==> config.mk <==
export PLATFORM = sky130hd
export DESIGN_NAME = control_seq
export DESIGN_NICKNAME = d
export VERILOG_FILES = /design/src/rtl/control_seq.sv
export SDC_FILE = /design/constraint.sdc
export NUM_CORES = 1
export LEC_CHECK = 0
export CAP_MARGIN = 10
export CORE_ASPECT_RATIO = 0.75
export CORE_MARGIN = 2
export CORE_UTILIZATION = 50
export DETAILED_ROUTE_END_ITERATION = 7
export HOLD_SLACK_MARGIN = 0.05
export PLACE_DENSITY = 0.88
export SETUP_SLACK_MARGIN = 0.1
export SLEW_MARGIN = 20
export SYNTH_ARGS = -nofsm -noshare
export SYNTH_HDL_FRONTEND = slang
export SYNTH_SLANG_ARGS = --single-unit
==> constraint.sdc <==
create_clock -name CLK -period 3.3 [get_ports CLK]
set_clock_uncertainty 0.15 [all_clocks]
set_input_delay 0.33 -clock CLK [delete_from_list [all_inputs] [get_ports CLK]]
set_output_delay 0.33 -clock CLK [all_outputs]
set_load 0.005 [all_outputs]
==> src/rtl/control_seq.sv <==
// Registered control sequencer for the SPORK datapath: accepts one instruction per handshake,
// decodes it into a registered control bundle and sequences load stalls, branch flushes and halt.
module control_seq #(
  parameter int unsigned INSTR_W    = 9,
  parameter int unsigned OPC_W      = 4,
  parameter int unsigned REG_AW     = 4,
  parameter int unsigned MEM_LAT    = 2,
  parameter int unsigned BR_BUBBLES = 1,
  parameter int unsigned CNT_W      = 16
) (
  input  logic               CLK,
  input  logic               RESET_N,
  input  logic               START,
  input  logic               INSTR_VALID,
  input  logic [INSTR_W-1:0] INSTRUCTION,
  output logic               INSTR_READY,
  input  logic               BRANCH_TAKEN,
  output logic               CTRL_VALID,
  output logic [3:0]         ALU_OP,
  output logic [REG_AW-1:0]  REG_DST,
  output logic [REG_AW-1:0]  SOURCE_REG_A,
  output logic [REG_AW-1:0]  SOURCE_REG_B,
  output logic [REG_AW-1:0]  SOURCE_REG_C,
  output logic               REG_WRITE,
  output logic               REG_READ,
  output logic               MEM_READ,
  output logic               MEM_WRITE,
  output logic               MEM_TO_REG,
  output logic               OV_WRITE,
  output logic               BRANCH,
  output logic               HALT,
  output logic               FLUSH,
  output logic               STALL,
  output logic               HALTED,
  output logic [CNT_W-1:0]   INSTR_COUNT
);

  localparam logic [2:0] StIdle    = 3'd0;
  localparam logic [2:0] StRun     = 3'd1;
  localparam logic [2:0] StMemWait = 3'd2;
  localparam logic [2:0] StBrWait  = 3'd3;
  localparam logic [2:0] StFlush   = 3'd4;
  localparam logic [2:0] StHalted  = 3'd5;

  localparam logic [3:0] AluAdd = 4'd0;
  localparam logic [3:0] AluSub = 4'd1;
  localparam logic [3:0] AluSll = 4'd2;
  localparam logic [3:0] AluSrl = 4'd3;
  localparam logic [3:0] AluSra = 4'd4;
  localparam logic [3:0] AluSeq = 4'd5;
  localparam logic [3:0] AluSqb = 4'd6;
  localparam logic [3:0] AluScp = 4'd7;
  localparam logic [3:0] AluRlz = 4'd8;
  localparam logic [3:0] AluSrg = 4'd9;
  localparam logic [3:0] AluSlg = 4'd10;
  localparam logic [3:0] AluSro = 4'd11;
  localparam logic [3:0] AluSlo = 4'd12;

  // Strobe vector bit order: {reg_write, reg_read, mem_read, mem_write, mem_to_reg, ov_write,
  // branch, halt}
  localparam logic [7:0] SbRw  = 8'b1000_0000;
  localparam logic [7:0] SbRr  = 8'b0100_0000;
  localparam logic [7:0] SbMr  = 8'b0010_0000;
  localparam logic [7:0] SbMw  = 8'b0001_0000;
  localparam logic [7:0] SbM2r = 8'b0000_1000;
  localparam logic [7:0] SbOv  = 8'b0000_0100;
  localparam logic [7:0] SbBr  = 8'b0000_0010;
  localparam logic [7:0] SbHt  = 8'b0000_0001;

  logic [2:0]        state_q, state_d;
  logic [3:0]        mem_cnt_q, mem_cnt_d;
  logic [2:0]        fl_cnt_q, fl_cnt_d;
  logic              ctrl_valid_q, ctrl_valid_d;
  logic [3:0]        alu_op_q, alu_op_d;
  logic [REG_AW-1:0] dst_q, dst_d, src_a_q, src_a_d, src_b_q, src_b_d, src_c_q, src_c_d;
  logic [7:0]        strobe_q, strobe_d;
  logic [CNT_W-1:0]  count_q, count_d;

  logic [OPC_W-1:0]  opc;
  logic [3:0]        opc_lo;
  logic              opc_wide;
  logic [REG_AW-1:0] fld;
  logic              lb;
  logic              accept;

  logic [3:0]        dec_alu;
  logic [REG_AW-1:0] dec_dst, dec_a, dec_b, dec_c;
  logic [7:0]        dec_strobe;
  logic [2:0]        dec_next;

  assign opc    = INSTRUCTION[INSTR_W-1 -: OPC_W];
  assign opc_lo = opc[3:0];
  assign fld    = INSTRUCTION[REG_AW:1];
  assign lb     = INSTRUCTION[0];

  // Opcodes beyond the 16 defined ones decode as a NOP.
  generate
    if (OPC_W > 4) begin : g_wide_opc
      assign opc_wide = |opc[OPC_W-1:4];
    end else begin : g_narrow_opc
      assign opc_wide = 1'b0;
    end
  endgenerate

  assign INSTR_READY = (state_q == StRun);
  assign accept      = INSTR_VALID & INSTR_READY;

  always_comb begin
    dec_alu    = AluAdd;
    dec_dst    = '0;
    dec_a      = '0;
    dec_b      = '0;
    dec_c      = '0;
    dec_strobe = '0;
    dec_next   = StRun;
    if (!opc_wide) begin
      unique case (opc_lo)
        4'd0: begin
          dec_strobe = SbHt;
          dec_next   = StHalted;
        end
        4'd1, 4'd2: begin
          dec_alu    = (opc_lo == 4'd2) ? AluSll : (lb ? AluSra : AluSrl);
          dec_dst    = fld;
          dec_a      = fld;
          dec_strobe = SbRr | SbRw | SbM2r | SbOv;
        end
        4'd3: begin
          dec_dst    = lb ? '0 : fld;
          dec_a      = lb ? fld : '0;
          dec_strobe = SbRr | SbRw | SbOv;
        end
        4'd4, 4'd5, 4'd6: begin
          dec_alu    = AluSub;
          dec_dst    = (opc_lo == 4'd4) ? REG_AW'(13) : REG_AW'(12);
          dec_a      = fld;
          dec_b      = (opc_lo == 4'd4) ? REG_AW'(14) : REG_AW'(1);
          dec_strobe = SbBr | SbRr | SbOv;
          dec_next   = StBrWait;
        end
        4'd7: begin
          dec_dst    = REG_AW'(2);
          dec_a      = fld;
          dec_strobe = SbM2r | SbOv | (lb ? (SbMw | SbRr) : (SbMr | SbRw));
          dec_next   = lb ? StRun : StMemWait;
        end
        4'd8: begin
          dec_strobe = SbRw | SbM2r | SbOv;
        end
        4'd9: begin
          dec_alu    = lb ? AluSub : AluAdd;
          dec_dst    = REG_AW'(3);
          dec_a      = fld;
          dec_strobe = SbRr | SbRw | SbM2r | SbOv;
        end
        4'd10: begin
          dec_alu    = AluSeq;
          dec_dst    = REG_AW'(5);
          dec_a      = fld;
          dec_b      = REG_AW'(4);
          dec_c      = REG_AW'(5);
          dec_strobe = SbRr | SbRw | SbOv;
        end
        4'd11: begin
          dec_alu    = AluSqb;
          dec_dst    = REG_AW'(5);
          dec_a      = REG_AW'(4);
          dec_b      = REG_AW'(7);
          dec_c      = REG_AW'(8);
          dec_strobe = SbRr | SbRw | SbOv;
        end
        4'd12: begin
          dec_alu    = AluScp;
          dec_dst    = REG_AW'(5);
          dec_a      = REG_AW'(9);
          dec_b      = REG_AW'(4);
          dec_c      = REG_AW'(5);
          dec_strobe = SbRr | SbRw | SbOv;
        end
        4'd13: begin
          dec_alu    = AluRlz;
          dec_dst    = REG_AW'(9);
          dec_a      = REG_AW'(9);
          dec_strobe = SbRr | SbRw | SbOv;
        end
        4'd14, 4'd15: begin
          if (opc_lo == 4'd14) dec_alu = lb ? AluSlg : AluSrg;
          else                 dec_alu = lb ? AluSlo : AluSro;
          dec_dst    = fld;
          dec_a      = fld;
          dec_strobe = SbRr | SbRw | SbOv;
        end
        default: ;
      endcase
    end
  end

  always_comb begin
    state_d   = state_q;
    mem_cnt_d = mem_cnt_q;
    fl_cnt_d  = fl_cnt_q;
    count_d   = count_q + CNT_W'(accept);

    // Strobes are only ever high alongside CTRL_VALID; selects hold between bundles.
    ctrl_valid_d = accept;
    strobe_d     = accept ? dec_strobe : '0;
    alu_op_d     = accept ? dec_alu : alu_op_q;
    dst_d        = accept ? dec_dst : dst_q;
    src_a_d      = accept ? dec_a : src_a_q;
    src_b_d      = accept ? dec_b : src_b_q;
    src_c_d      = accept ? dec_c : src_c_q;

    case (state_q)
      StIdle, StHalted: begin
        if (START) state_d = StRun;
      end
      StRun: begin
        if (accept) begin
          state_d   = dec_next;
          mem_cnt_d = 4'(MEM_LAT - 1);
        end
      end
      StMemWait: begin
        if (mem_cnt_q == 4'd0) state_d = StRun;
        else                   mem_cnt_d = mem_cnt_q - 4'd1;
      end
      StBrWait: begin
        if (BRANCH_TAKEN) begin
          state_d  = StFlush;
          fl_cnt_d = 3'(BR_BUBBLES - 1);
        end else begin
          state_d = StRun;
        end
      end
      StFlush: begin
        if (fl_cnt_q == 3'd0) state_d = StRun;
        else                  fl_cnt_d = fl_cnt_q - 3'd1;
      end
      default: state_d = StIdle;
    endcase
  end

  always_ff @(posedge CLK or negedge RESET_N) begin
    if (!RESET_N) begin
      state_q      <= StIdle;
      mem_cnt_q    <= '0;
      fl_cnt_q     <= '0;
      ctrl_valid_q <= 1'b0;
      alu_op_q     <= '0;
      dst_q        <= '0;
      src_a_q      <= '0;
      src_b_q      <= '0;
      src_c_q      <= '0;
      strobe_q     <= '0;
      count_q      <= '0;
    end else begin
      state_q      <= state_d;
      mem_cnt_q    <= mem_cnt_d;
      fl_cnt_q     <= fl_cnt_d;
      ctrl_valid_q <= ctrl_valid_d;
      alu_op_q     <= alu_op_d;
      dst_q        <= dst_d;
      src_a_q      <= src_a_d;
      src_b_q      <= src_b_d;
      src_c_q      <= src_c_d;
      strobe_q     <= strobe_d;
      count_q      <= count_d;
    end
  end

  assign CTRL_VALID   = ctrl_valid_q;
  assign ALU_OP       = alu_op_q;
  assign REG_DST      = dst_q;
  assign SOURCE_REG_A = src_a_q;
  assign SOURCE_REG_B = src_b_q;
  assign SOURCE_REG_C = src_c_q;
  assign REG_WRITE    = strobe_q[7];
  assign REG_READ     = strobe_q[6];
  assign MEM_READ     = strobe_q[5];
  assign MEM_WRITE    = strobe_q[4];
  assign MEM_TO_REG   = strobe_q[3];
  assign OV_WRITE     = strobe_q[2];
  assign BRANCH       = strobe_q[1];
  assign HALT         = strobe_q[0];
  assign FLUSH        = (state_q == StFlush);
  assign STALL        = (state_q == StMemWait) || (state_q == StFlush);
  assign HALTED       = (state_q == StHalted);
  assign INSTR_COUNT  = count_q;

endmodule

==> results of run 1 <==
[cell type report]
cell class	count	area (sq um)
clock buffers	5	68.8
fillers	427	1840
inverters	14	55.1
clock inverters	3	21.3
well taps	75	93.8
flip-flops and latches	53	1330
multi-input cells	201	1310
repair buffers	68	661
[logic make-up (layout without fill, tap and decap cells)]
group,count (synthesis),after routing,synth area share
AOI/OAI and AO/OA,60,60,0.151
xor gates and xnor gates,21,21,0.0657
DFF,53,53,0.474
adders and majority gates,7,7,0.0313
muxes,7,7,0.0268
and+or+nand+nor,105,105,0.193
other,1,1,0.00134
buffers and inverters,34,90,0.0572
[timing repair]
item                                   CTS  global route
hold buffers                             1             0
endpoints found under the hold margin   30             0
buffers inserted                         0             0
[Yosys cell counts (5+ instances only)]
cell / count / share of area
clkbuf_1: 6 / 0.0080
nor2_1: 22 / 0.029
buf_2: 6 / 0.011
nand2_1: 29 / 0.039
dfrtp_1: 53 / 0.47
o31ai_1: 6 / 0.016
nand3_1: 12 / 0.021
xnor2_1: 10 / 0.031
and2_1: 5 / 0.011
inv_1: 12 / 0.016
xor2_1: 11 / 0.034
o21ai_0: 9 / 0.016
a21oi_1: 8 / 0.014
o21ai_1: 8 / 0.014
nand2b_1: 8 / 0.018
ha_1: 7 / 0.031
nor3_1: 6 / 0.011
[power groups by stage]
| stage | combinational (mW) | clock (mW) | sequential (mW) |
|---|---|---|---|
| after floorplan | 0.557 | 0 | 0.973 |
| after global placement | 0.996 | 0 | 0.994 |
| after detailed placement | 1.03 | 0 | 1.00 |
| after CTS | 1.03 | 0.382 | 0.995 |
| after global routing | 1.13 | 0.400 | 1.02 |
| final | 1.02 | 0.376 | 0.998 |
[registers in the layout (all words and copies together) (netlist names)]
name / cells
fl_cnt_q: 3
SOURCE_REG_C: 2
REG_DST: 4
ALU_OP: 4
state_q: 3
strobe_q: 8
CTRL_VALID: 1
SOURCE_REG_A: 4
mem_cnt_q: 4
INSTR_COUNT: 16
SOURCE_REG_B: 4
[worst max-delay path by stage]
| stage | startpoint | end | slack (ns) | cells past startpoint |
|---|---|---|---|---|
| floorplan | state_q[2] | INSTR_COUNT[15] | 0.94 | 10 |
| global placement | INSTRUCTION[8] | state_q[0] | 0.65 | 6 |
| detailed placement | INSTRUCTION[8] | state_q[0] | 0.62 | 6 |
| CTS | state_q[0] | INSTR_COUNT[15] | 0.71 | 8 |
| global route | state_q[0] | INSTR_COUNT[14] | 0.48 | 9 |
| finish | state_q[0] | INSTR_COUNT[12] | 0.71 | 9 |
[layer usage]
metal  vias to the layer above  track usage  share of wire
met4                         0       0.0981          0.020
met3                        13       0.0413          0.058
li1                       1103            -              -
met1                      1121        0.302           0.46
met2                        90        0.336           0.46
met5                         -            0              0
[per-stage QoR]
step                 util  hold slack, ns  cell area (sq um)
floorplan               -          -0.116               2800
global placement    0.639           0.247               3440
detailed placement  0.639           0.256               3440
CTS                 0.658           0.338               3540
global route        0.658           0.360               3540
finish              0.658           0.333               3540
[worst min-delay path, delay by kind of cell (launching register included)]
kind,cells,cell delay [ns]
flip-flops,1,0.35
AND/OR/NAND/NOR,1,0.05
AO/OA/AOI/OAI,1,0.05
==> impl_metrics.env, run 1 <==
export IMPL_clock_fmax_ghz=0.386
export IMPL_cpPeakStageDelay_ns=0.50
export IMPL_drt_iter0_drc=171
export IMPL_worstSetupPathType="flip-flop to flip-flop"
export IMPL_fin_tns_setup_ns=0
export IMPL_status="finished, final reports clean"
export IMPL_maxSlewViolCount=0
export IMPL_track_usage=0.216
export IMPL_drive_above_1_share=0.0930
export IMPL_clkTransAtPathRegs_ns=0.09
export IMPL_grt_pass1_wl_microns=10400
export IMPL_critPathBufInv=2
export IMPL_area_growth_pct=26.4
export IMPL_timing_final_crit_share=0.785
export IMPL_cp_required_ns=3.39
export IMPL_synthArstFlopShare=1.00
export IMPL_worst_slack_ns=0.709
export IMPL_synth_area_sq_um=2800
export IMPL_rows=23
export IMPL_hold_end="SOURCE_REG_B[3]"
export IMPL_hold_path_depth=2
export IMPL_p_int_mw=1.55
export IMPL_fin_crit_ns=2.59
export IMPL_synth_edff_count=0
export IMPL_grt_antenna_before_repair=0
export IMPL_hp_start="SOURCE_REG_B[3]"
export IMPL_grt_overflow=0
export IMPL_viasPerCell=5.55
export IMPL_power_switching_mw=0.839
export IMPL_cts_tree="done"
export IMPL_fin_nets=364
export IMPL_ctsHtreeMaxLevel=2
export IMPL_crit_slowest_cell="dfrtp_1"
export IMPL_dp_hpwl_microns=4720
export IMPL_yosys_warnings=0
export IMPL_finalPower_mw=2.39
export IMPL_synth_net_count=309
export IMPL_sw_frac_of_total=0.351
export IMPL_power_share_combinational=0.426
export IMPL_tightest_slew_ns=0.694
export IMPL_p_leak_nw=1.55
export IMPL_hold_viol=0
export IMPL_relSlewSlack=0.538
export IMPL_cp_start_kind="flip-flop"
export IMPL_setup_viol=0
export IMPL_ys_ff_latch=53
export IMPL_cts_made_buffers=5
export IMPL_antenna_cells=0
export IMPL_final_common_cell="clkdlybuf4s50_1"
export IMPL_clock_power_share=0.157
export IMPL_synth_cells=288
export IMPL_powerDensity_nw_per_um2=676
export IMPL_die_height_microns=68.8
export IMPL_root_buffer="clkbuf_8"
export IMPL_wl_per_cell_microns=15.3
export IMPL_vdd_drop_max_v=0.000294
export IMPL_postRouteAntennaNets=0
export IMPL_cp_top_family="simple AND/OR/NAND/NOR gates"
export IMPL_clock_sinks=53
export IMPL_r2r_end="INSTR_COUNT[12]"
export IMPL_rsz0062_at_grt="false"
export IMPL_synth_distinct_cells=57
export IMPL_r2r_slack_ns=0.71
export IMPL_worstReg2RegStart="state_q[0]"
export IMPL_path_max_fanout=15
export IMPL_start_util=0.520
export IMPL_grt_max_degree=32
export IMPL_drc=0
export IMPL_vias=2327
export IMPL_crit_chain="or3b_4, clkinv_2, nand2_2, clkinv_2, ha_1, ha_1, nand3_1, nor3_1, xor2_1"
export IMPL_core_sq_um=5380
export IMPL_ctsResizeCount=0
export IMPL_clock_latency_ns=0.31
export IMPL_arrival_ns=2.68
export IMPL_final_cell_mix="clkdlybuf4s50_1, dfrtp_1, nand2_1"
export IMPL_seq_area_frac_synth=0.474
export IMPL_endpoint_kind="flip-flop"
export IMPL_worstRegToRegCells=9
export IMPL_placedCellCount=410
export IMPL_first_global_vias=2096
export IMPL_syn_avg_cell_area_sq_um=9.72
export IMPL_wl_microns=6420
export IMPL_dp_slack_ns=0.620
export IMPL_port_buffers=61
export IMPL_fp_dieArea_sq_um=6220
export IMPL_place_congestion=0.852
export IMPL_drtPass1Iterations=4
export IMPL_clockBufferDepth=2
export IMPL_seqPwrFrac=0.417
export IMPL_synthFlopType="dfrtp_1"
export IMPL_finalNonFillerCells=419
export IMPL_pin_count=63
export IMPL_maxCapViolations=0
export IMPL_holdCritPathClass="flip-flop to flip-flop"
export IMPL_die_w_microns=90.4
No activity file was read; power rests on OpenSTA's default activity.
==> run 2: changes to the inputs <==
==> constraint.sdc (replaced) <==
create_clock -name CLK -period 2.6 [get_ports CLK]
set_clock_uncertainty 0.15 [all_clocks]
set_input_delay 0.26 -clock CLK [delete_from_list [all_inputs] [get_ports CLK]]
set_output_delay 0.26 -clock CLK [all_outputs]
set_load 0.005 [all_outputs]
==> run 2 against run 1 <==
Against the previous run: sequential power rose by 26%; utilization rose by 0.91 points; final cell count rose by 1.4%; via count fell by 1.2%; register-to-register slack got worse by 0.41 ns; sequential share of layout area fell by 0.47 points; critical path depth fell by 6.
==> impl_metrics.env, run 2 (synthesized netlist as in run 1, its figures left out) <==
export IMPL_path_max_fanout=9
export IMPL_first_global_vias=2148
export IMPL_timing_final_crit_share=0.904
export IMPL_dp_hpwl_microns=4700
export IMPL_clock_latency_ns=0.30
export IMPL_clock_sinks=53
export IMPL_cts_made_buffers=5
export IMPL_p_int_mw=1.99
export IMPL_rows=23
export IMPL_critPathBufInv=1
export IMPL_seqPwrFrac=0.416
export IMPL_cp_start_kind="flip-flop"
export IMPL_start_util=0.520
export IMPL_tightest_slew_ns=0.533
export IMPL_clockBufferDepth=2
export IMPL_relSlewSlack=0.644
export IMPL_ctsHtreeMaxLevel=2
export IMPL_crit_slowest_cell="nor3b_1"
export IMPL_drc=0
export IMPL_power_share_combinational=0.433
export IMPL_pin_count=63
export IMPL_fin_crit_ns=2.35
export IMPL_postRouteAntennaNets=0
export IMPL_drive_above_1_share=0.111
export IMPL_cpPeakStageDelay_ns=0.49
export IMPL_cts_tree="done"
export IMPL_track_usage=0.209
export IMPL_endpoint_kind="output pin"
export IMPL_clkTransAtPathRegs_ns=0.09
export IMPL_grt_overflow=0
export IMPL_grt_pass1_wl_microns=10400
export IMPL_maxSlewViolCount=0
export IMPL_maxCapViolations=0
export IMPL_arrival_ns=1.94
export IMPL_status="finished, final reports clean"
export IMPL_drtPass1Iterations=4
export IMPL_fin_nets=370
export IMPL_fin_tns_setup_ns=0
export IMPL_drt_iter0_drc=154
export IMPL_sw_frac_of_total=0.343
export IMPL_die_w_microns=90.4
export IMPL_worstSetupPathType="flip-flop to output pin"
export IMPL_final_common_cell="clkdlybuf4s50_1"
export IMPL_n_fill_cell=426
export IMPL_p_leak_nw=1.57
export IMPL_clock_power_share=0.150
export IMPL_grt_antenna_before_repair=0
export IMPL_vdd_drop_max_v=0.000529
export IMPL_powerDensity_nw_per_um2=844
export IMPL_area_growth_pct=28.2
export IMPL_setup_viol=0
export IMPL_crit_chain="nor3b_1, or2_2, clkdlybuf4s50_1"
export IMPL_fp_dieArea_sq_um=6220
export IMPL_final_area_sq_um=3590
export IMPL_core_sq_um=5380
export IMPL_cp_required_ns=2.19
export IMPL_place_congestion=0.842
export IMPL_port_buffers=61
export IMPL_vias=2299
export IMPL_largest_reg_flops=16
export IMPL_grt_max_degree=29
export IMPL_wl_per_cell_microns=14.5
export IMPL_final_cell_mix="clkdlybuf4s50_1, dfrtp_1, nand2_1"
export IMPL_clock_fmax_ghz=0.426
export IMPL_antenna_cells=0
export IMPL_viasPerCell=5.41
export IMPL_placed_area_sq_um=3470
export IMPL_root_buffer="clkbuf_8"
export IMPL_die_height_microns=68.8
export IMPL_wl_microns=6180
export IMPL_rsz0062_at_grt="false"
export IMPL_power_switching_mw=1.04
export IMPL_holdCritPathClass="primary input to asynchronous set/reset pin"
export IMPL_cp_top_family="simple AND/OR/NAND/NOR gates"
export IMPL_hold_viol=0
==> run 2: timing repair <==
item,in CTS,in global routing
gates resized for setup,0,2
endpoints found under the setup margin,0,3
endpoints found under the hold margin,19,0
buffers inserted,0,2
hold buffers,1,0
==> run 2: power by group through the flow <==
stage | Clock (mW) | Sequential [mW] | Combinational [mW]
after detailed placement | 0 | 1.27 | 1.32
after global placement | 0 | 1.26 | 1.28
after floorplan | 0 | 1.23 | 0.707
final | 0.456 | 1.26 | 1.31
after CTS | 0.469 | 1.26 | 1.33
after global routing | 0.499 | 1.29 | 1.44
==> run 2: path summary, 6_finish.rpt <==
check | cells past startpoint | slack, ns | endpoint | from
max reg2reg | 9 | 0.30 | INSTR_COUNT[14] | state_q[1]
min reg2reg | 1 | 0.32 | INSTR_COUNT[15] | INSTR_COUNT[15]
max in group asynchronous | 3 | 1.42 | state_q[0] | RESET_N
min | 2 | 0.24 | REG_DST[1] | RESET_N
max | 3 | 0.25 | STALL | state_q[0]
min in group CLK | 1 | 0.32 | INSTR_COUNT[15] | INSTR_COUNT[15]
==> run 2: cell type report <==
class | count | area [sq um] | area share
Multi-Input combinational cell | 201 | 1320 | 0.368
Tap cell | 75 | 93.8 | 0.0262
Timing Repair Buffer | 74 | 706 | 0.197
Clock inverter | 2 | 13.8 | 0.00384
Clock buffer | 6 | 72.6 | 0.0202
Sequential cell | 53 | 1330 | 0.370
Inverter | 14 | 55.1 | 0.0153
==> run 2: stage by stage <==
step           instances  utilization  hold slack (ns)  setup WS, ns  power [mW]
4_1_cts              423        0.663            0.239         0.192        3.05
6_report             425        0.667            0.235         0.251        3.03
3_5_place_dp         414        0.645           0.0303         0.216        2.59
3_3_place_gp         414        0.645           0.0283         0.361        2.55
2_1_floorplan        288            -           -0.186         0.239        1.94
5_1_grt              425        0.667            0.272         0.109        3.23
==> run 2: per-layer routing <==
layer	global-route usage	up-vias	routed length [microns]
met5	0	-	0
met4	0.0404	0	60
met3	0.0424	6	339
met2	0.339	82	2790
met1	0.300	1102	2990
li1	-	1109	-
==> run 3: changes to the inputs <==
--- a/config.mk
+++ b/config.mk
@@ -9,6 +9,7 @@
 export CORE_ASPECT_RATIO = 0.75
 export CORE_MARGIN = 2
 export CORE_UTILIZATION = 50
+export CTS_CLUSTER_SIZE = 28
 export DETAILED_ROUTE_END_ITERATION = 7
 export HOLD_SLACK_MARGIN = 0.05
 export PLACE_DENSITY = 0.88
==> results of run 3 <==
No change in the layout: final DEF, timing and power equal those of run 2.
